==> src/rtl/pairing_result_unloader.sv <==
// Streams a captured Tate pairing result out as 32-bit words, least-significant first.
// Define UNLOAD_CHECKSUM_EN to append an XOR checksum word to every frame.
`ifndef W6
`define W6 1163
`endif

module pairing_result_unloader (
   input  logic          clk,
   input  logic          reset,
   input  logic          pair_done,
   input  logic [`W6:0]  pair_out,
   input  logic          out_ready,
   output logic          out_valid,
   output logic [31:0]   out_data,
   output logic          out_last,
   output logic          busy
);

   localparam int DW = `W6 + 1;
   localparam int N  = (DW + 31) / 32;
   localparam int IW = (N > 1) ? $clog2(N) : 1;

`ifdef UNLOAD_CHECKSUM_EN
   typedef enum logic [1:0] {IDLE, SEND, CSUM} state_t;
   logic [31:0] csum_reg;
`else
   typedef enum logic [1:0] {IDLE, SEND} state_t;
`endif

   state_t          state_reg;
   logic            done_reg;
   logic [IW-1:0]   cnt_reg;
   logic [N*32-1:0] frame_reg;
   logic [N*32-1:0] pad_in;
   logic [31:0]     words [N];
   logic            capture;

   // Zero-extend so the top word carries zeros above the result width.
   assign pad_in  = (N*32)'(pair_out);
   assign capture = pair_done && !done_reg;

   for (genvar gi = 0; gi < N; gi++) begin : g_words
      assign words[gi] = frame_reg[32*gi +: 32];
   end

   always_ff @(posedge clk) begin
      if (reset) begin
         state_reg <= IDLE;
         done_reg  <= 1'b0;
         cnt_reg   <= '0;
         frame_reg <= '0;
         out_valid <= 1'b0;
         out_data  <= '0;
         out_last  <= 1'b0;
         busy      <= 1'b0;
`ifdef UNLOAD_CHECKSUM_EN
         csum_reg  <= '0;
`endif
      end else begin
         done_reg <= pair_done;
         case (state_reg)
            IDLE: begin
               if (capture) begin
                  frame_reg <= pad_in;
                  cnt_reg   <= '0;
                  out_data  <= pad_in[31:0];
                  out_valid <= 1'b1;
                  out_last  <= 1'b0;
                  busy      <= 1'b1;
                  state_reg <= SEND;
`ifdef UNLOAD_CHECKSUM_EN
                  csum_reg  <= '0;
`endif
               end
            end
            SEND: begin
               if (out_ready) begin
                  if (cnt_reg == IW'(N - 1)) begin
                     cnt_reg <= '0;
`ifdef UNLOAD_CHECKSUM_EN
                     out_data  <= csum_reg ^ out_data;
                     out_last  <= 1'b1;
                     state_reg <= CSUM;
`else
                     out_valid <= 1'b0;
                     out_last  <= 1'b0;
                     busy      <= 1'b0;
                     state_reg <= IDLE;
`endif
                  end else begin
                     cnt_reg  <= cnt_reg + IW'(1);
                     out_data <= words[cnt_reg + IW'(1)];
`ifdef UNLOAD_CHECKSUM_EN
                     csum_reg <= csum_reg ^ out_data;
                     out_last <= 1'b0;
`else
                     out_last <= (cnt_reg + IW'(1) == IW'(N - 1));
`endif
                  end
               end
            end
`ifdef UNLOAD_CHECKSUM_EN
            CSUM: begin
               if (out_ready) begin
                  out_valid <= 1'b0;
                  out_last  <= 1'b0;
                  busy      <= 1'b0;
                  state_reg <= IDLE;
               end
            end
`endif
            default: state_reg <= IDLE;
         endcase
      end
   end

endmodule
==> config.mk <==
export PLATFORM = sky130hd
export DESIGN_NAME = pairing_result_unloader
export DESIGN_NICKNAME = d
export VERILOG_FILES = /design/src/rtl/pairing_result_unloader.sv
export SDC_FILE = /design/constraint.sdc
export NUM_CORES = 2
export LEC_CHECK = 0
export CAP_MARGIN = 20
export CORE_AREA = 2 2 474 476
export CTS_BUF_LIST = sky130_fd_sc_hd__clkbuf_4 sky130_fd_sc_hd__clkbuf_8
export DETAILED_ROUTE_END_ITERATION = 8
export DIE_AREA = 0 0 476 478
export PLACE_DENSITY_LB_ADDON = 0.1
export SLEW_MARGIN = 0
export SYNTH_ARGS = -nofsm -noshare
export SYNTH_HDL_FRONTEND = slang
export SYNTH_SLANG_ARGS = --single-unit
==> constraint.sdc <==
create_clock -name clk -period 4 [get_ports clk]
set_clock_uncertainty 0.1 [all_clocks]
set_input_delay 0.6 -clock clk [delete_from_list [all_inputs] [get_ports clk]]
set_output_delay 0.6 -clock clk [all_outputs]
set_load 0.1 [all_outputs]
==> impl_metrics.xml <==
<?xml version="1.0" encoding="UTF-8"?>
<metrics>
  <group name="run_status">
    <metric name="outcome" unit="">complete, no violations</metric>
  </group>
  <group name="synthesis">
    <metric name="syn_area" unit="um^2">51250</metric>
    <metric name="ys_types" unit="">63</metric>
    <metric name="ys.warnings.count" unit="">0</metric>
    <metric name="yosys.cell_count.top_type" unit="">sky130_fd_sc_hd__nand2_1</metric>
    <metric name="synth_top_cell_area_share" unit="">0.4707</metric>
    <metric name="synthesis.instances" unit="">6374</metric>
    <metric name="yosysSeqAreaShare" unit="">0.4707</metric>
    <metric name="postSynth.asyncResetShare" unit="">0</metric>
    <metric name="synth.largest_area_cell" unit="">sky130_fd_sc_hd__dfxtp_1</metric>
    <metric name="syn_avg_cell_area" unit="um^2">8.041</metric>
    <metric name="synth_top_cells_by_count" unit="">2698 x sky130_fd_sc_hd__nand2_1, 1247 x sky130_fd_sc_hd__a21oi_1, 1205 x sky130_fd_sc_hd__dfxtp_1</metric>
    <metric name="ys.flop_type" unit="">sky130_fd_sc_hd__dfxtp_1</metric>
    <metric name="post_synth_edffs" unit="">0</metric>
    <metric name="ys_ff_latch" unit="">1205</metric>
    <metric name="synth.area.top_cells" unit="">sky130_fd_sc_hd__dfxtp_1 47%, sky130_fd_sc_hd__nand2_1 20%, sky130_fd_sc_hd__a21oi_1 12%</metric>
    <metric name="synthesis.nets" unit="">7545</metric>
  </group>
  <group name="cts">
    <metric name="cts-root-buf" unit="">sky130_fd_sc_hd__clkbuf_8</metric>
    <metric name="post-cts-setup-buffer-count" unit="">0</metric>
    <metric name="clock_sink_count" unit="">1205</metric>
    <metric name="clock_insertion_delay_worst_skew" unit="ps">1000</metric>
    <metric name="tritoncts_buffer_count" unit="">225</metric>
    <metric name="tritoncts_clock_tree" unit="">yes</metric>
    <metric name="worst_setup_hold_path_clk_slew" unit="ps">70</metric>
    <metric name="cts_max_path_buffers" unit="">3</metric>
    <metric name="cts-htree-levels" unit="">4</metric>
  </group>
  <group name="pwr">
    <metric name="power.total" unit="W">0.03215</metric>
    <metric name="leakage" unit="nW">27.57</metric>
    <metric name="power.density" unit="nW/um^2">415.0</metric>
    <metric name="vdd_ir_drop_max" unit="mV">0.3086</metric>
  </group>
  <group name="floorplanning">
    <metric name="floorplan.die_area" unit="um^2">227500</metric>
    <metric name="initial_standard_cell_utilization_of_the_core" unit="">0.2297</metric>
    <metric name="top_level_ports" unit="">1203</metric>
    <metric name="fp.dieH" unit="um">478</metric>
    <metric name="standard_cell_core_area" unit="um^2">223200</metric>
    <metric name="row_count" unit="">174</metric>
    <metric name="die_width" unit="um">476</metric>
  </group>
  <group name="layout">
    <metric name="largest_reg_flops" unit="">1164</metric>
    <metric name="post_route_cells_drive_above_1_share" unit="">0.1079</metric>
    <metric name="layout.area.seq" unit="um^2">24130</metric>
    <metric name="postLayoutCoreUtil" unit="">0.3472</metric>
    <metric name="fin_nets" unit="">9158</metric>
    <metric name="fillers" unit="">23870</metric>
    <metric name="stdcell_count" unit="">11240</metric>
    <metric name="multi_input_area" unit="um^2">24940</metric>
    <metric name="syn_to_final_growth" unit="%">51.19</metric>
  </group>
  <group name="critical_path">
    <metric name="slowest_stage" unit="">sky130_fd_sc_hd__a2111oi_1</metric>
    <metric name="crit_path_cell_trace" unit="">inv_2 -&gt; ha_4 -&gt; buf_12 -&gt; buf_4 -&gt; mux4_2 -&gt; nand2_1 -&gt; a21oi_1 -&gt; a2111oi_1 -&gt; buf_4 -&gt; o22ai_1</metric>
    <metric name="worst_path_largest_cell_delay" unit="ps">800</metric>
    <metric name="worstSetupStartpointType" unit="">flop</metric>
    <metric name="crit_path_end_kind" unit="">flop</metric>
    <metric name="worst_ep_required_time" unit="ps">4760</metric>
    <metric name="timing.critical_path.max_delay_family" unit="">buffers and inverters</metric>
    <metric name="cp_num_buf_inv" unit="">4</metric>
    <metric name="cp_common_cell" unit="">sky130_fd_sc_hd__buf_4</metric>
    <metric name="timing.critical_path.fanout_max" unit="">24</metric>
    <metric name="worstPathArrival" unit="ps">4650</metric>
    <metric name="setup.worst_path.class" unit="">flop to flop</metric>
  </group>
  <group name="placed_design">
    <metric name="routability_cong" unit="">0.8790</metric>
    <metric name="detailed_place_hpwl" unit="um">226900</metric>
    <metric name="io_buffer_count" unit="">1202</metric>
    <metric name="dp_worst_setup_slack" unit="ps">-66.04</metric>
    <metric name="dp_cells" unit="">10170</metric>
  </group>
  <group name="global_route">
    <metric name="gr-total-overflow" unit="">0</metric>
    <metric name="grt_max_degree" unit="">194</metric>
    <metric name="grt_first_pass_wirelength" unit="um">406200</metric>
    <metric name="track_usage" unit="">0.2511</metric>
    <metric name="grt_antenna_before_repair" unit="">111</metric>
    <metric name="number_of_global_route_vias_before_repair" unit="">53120</metric>
  </group>
  <group name="timing">
    <metric name="slew_headroom" unit="">0.09978</metric>
    <metric name="fmax" unit="MHz">257.5</metric>
    <metric name="rsz0062_at_grt" unit="">false</metric>
    <metric name="transition_time_at_the_pin_with_the_least_slew_margin" unit="ps">1350</metric>
    <metric name="min_period" unit="ps">3884</metric>
    <metric name="final-hold-violation-count" unit="">0</metric>
    <metric name="finalMaxSlewViolations" unit="">0</metric>
    <metric name="layout_worst_path_cycle_share" unit="">0.9710</metric>
    <metric name="fin_ws" unit="ps">115.8</metric>
    <metric name="setup_violations" unit="">0</metric>
  </group>
  <group name="route">
    <metric name="antenna_nets_post_route" unit="">0</metric>
    <metric name="firstDrtPassIters" unit="">6</metric>
    <metric name="vias_per_cell" unit="">4.728</metric>
    <metric name="wirelength" unit="um">296200</metric>
    <metric name="post-route-drc-count" unit="">0</metric>
    <metric name="avgRoutedWirePerCell" unit="um">26.36</metric>
    <metric name="drt_first_iter_violations" unit="">4252</metric>
    <metric name="route.vias.total" unit="">53120</metric>
  </group>
  <group name="flow_run">
    <metric name="max_cap_violations" unit="">0</metric>
  </group>
  <group name="min_path">
    <metric name="worstHoldPathType" unit="">input pin to flop</metric>
  </group>
</metrics>
-- worst reg2reg max path: cells and delay by family, from the launching register on --
kind                     cells  cell delay [ps]
buffers and inverters        4             1110
AO/OA/AOI/OAI                3             1080
multiplexers                 1              570
flip-flops                   1              460
adder cells (fa/ha/maj)      1              340
AND/OR/NAND/NOR              1               80
-- final timing paths --
path / startpoint / endpoint / slack (ps) / cells past startpoint
worst max-delay path: cnt_reg[0] / out_data[23] / 120 / 10
worst min-delay path: pair_out[341] / frame_reg[341] / 80 / 3
worst max register to register: cnt_reg[0] / out_data[23] / 120 / 10
worst min register to register: frame_reg[23] / frame_reg[23] / 350 / 2
-- placed cells by master (no fill, tap or decap), types with 5 or more instances in the layout --
cell type and count:
sky130_fd_sc_hd__a2111oi_2 19, sky130_fd_sc_hd__a21boi_0 13, sky130_fd_sc_hd__a21oi_1 1247, sky130_fd_sc_hd__a2bb2oi_1 9
sky130_fd_sc_hd__a31oi_1 13, sky130_fd_sc_hd__and2_1 5, sky130_fd_sc_hd__buf_12 43, sky130_fd_sc_hd__buf_4 118
sky130_fd_sc_hd__clkbuf_4 94, sky130_fd_sc_hd__clkbuf_8 280, sky130_fd_sc_hd__clkdlybuf4s50_1 1179, sky130_fd_sc_hd__clkinv_2 26
sky130_fd_sc_hd__dfxtp_1 1203, sky130_fd_sc_hd__diode_2 66, sky130_fd_sc_hd__dlygate4sd3_1 579, sky130_fd_sc_hd__inv_1 43
sky130_fd_sc_hd__inv_8 6, sky130_fd_sc_hd__mux2i_1 12, sky130_fd_sc_hd__mux4_2 246, sky130_fd_sc_hd__nand2_1 2697
sky130_fd_sc_hd__nand3_1 79, sky130_fd_sc_hd__nand3b_1 5, sky130_fd_sc_hd__nand4_1 20, sky130_fd_sc_hd__nor2_1 12
sky130_fd_sc_hd__nor2b_1 19, sky130_fd_sc_hd__o21ai_0 39, sky130_fd_sc_hd__o21ai_1 13, sky130_fd_sc_hd__o21bai_1 10
sky130_fd_sc_hd__o221a_2 5, sky130_fd_sc_hd__o221ai_1 20, sky130_fd_sc_hd__o22ai_1 23, sky130_fd_sc_hd__o31ai_1 10
-- report_power, final --
group / internal [W] / leakage, nW / switching [W]
sequential: 0.0127 / 9.87 / 0.000507
combinational: 0.00253 / 15.0 / 0.00310
clock: 0.00745 / 2.67 / 0.00582
-- what timing repair did --
item                       in CTS  in global routing
setup endpoints to repair       2                  3
resized for setup               2                  3
hold endpoints to repair      609                  0
hold buffers                  579                  0
-- layout make-up --
| type | instances | area share |
|---|---|---|
| multi-input combinational | 4590 | 0.3219 |
| sequential | 1205 | 0.3114 |
| timing repair buffer | 1921 | 0.2502 |
| clock buffer | 374 | 0.05884 |
| tap | 2992 | 0.04831 |
| clock inverter | 44 | 0.005151 |
| inverter | 44 | 0.002131 |
| antenna | 66 | 0.002131 |
-- cell families after synthesis --
group | after synthesis | share of synthesized area
and+or+nand+nor | 2863 | 0.2157
xor gates and xnor gates | 4 | 0.0009768
adders and majority gates | 3 | 0.0007325
DFF | 1205 | 0.4707
AOI/OAI and AO/OA | 1462 | 0.1545
muxes | 258 | 0.1104
buffers and inverters | 579 | 0.04700
-- routing by layer --
metal | GRT usage | up-vias | share of wire
li1 | - | 24730 | -
met1 | 0.3231 | 26140 | 0.43
met2 | 0.4237 | 1799 | 0.48
met3 | 0.05089 | 400 | 0.061
met4 | 0.06816 | 56 | 0.027
met5 | 0 | - | 0.0011
-- per-stage QoR --
step	cell area, um^2	TNS, ps	hold WS, ps
after floorplan	51250	0	333.1
after global placement	66470	-61.20	339.2
after detailed placement	66520	-112.7	343.7
after CTS	77280	0	0.2108
after global routing	77420	0	-8.024
final	77490	0	79.69
Note: power is estimated with default switching activity, not from simulation.
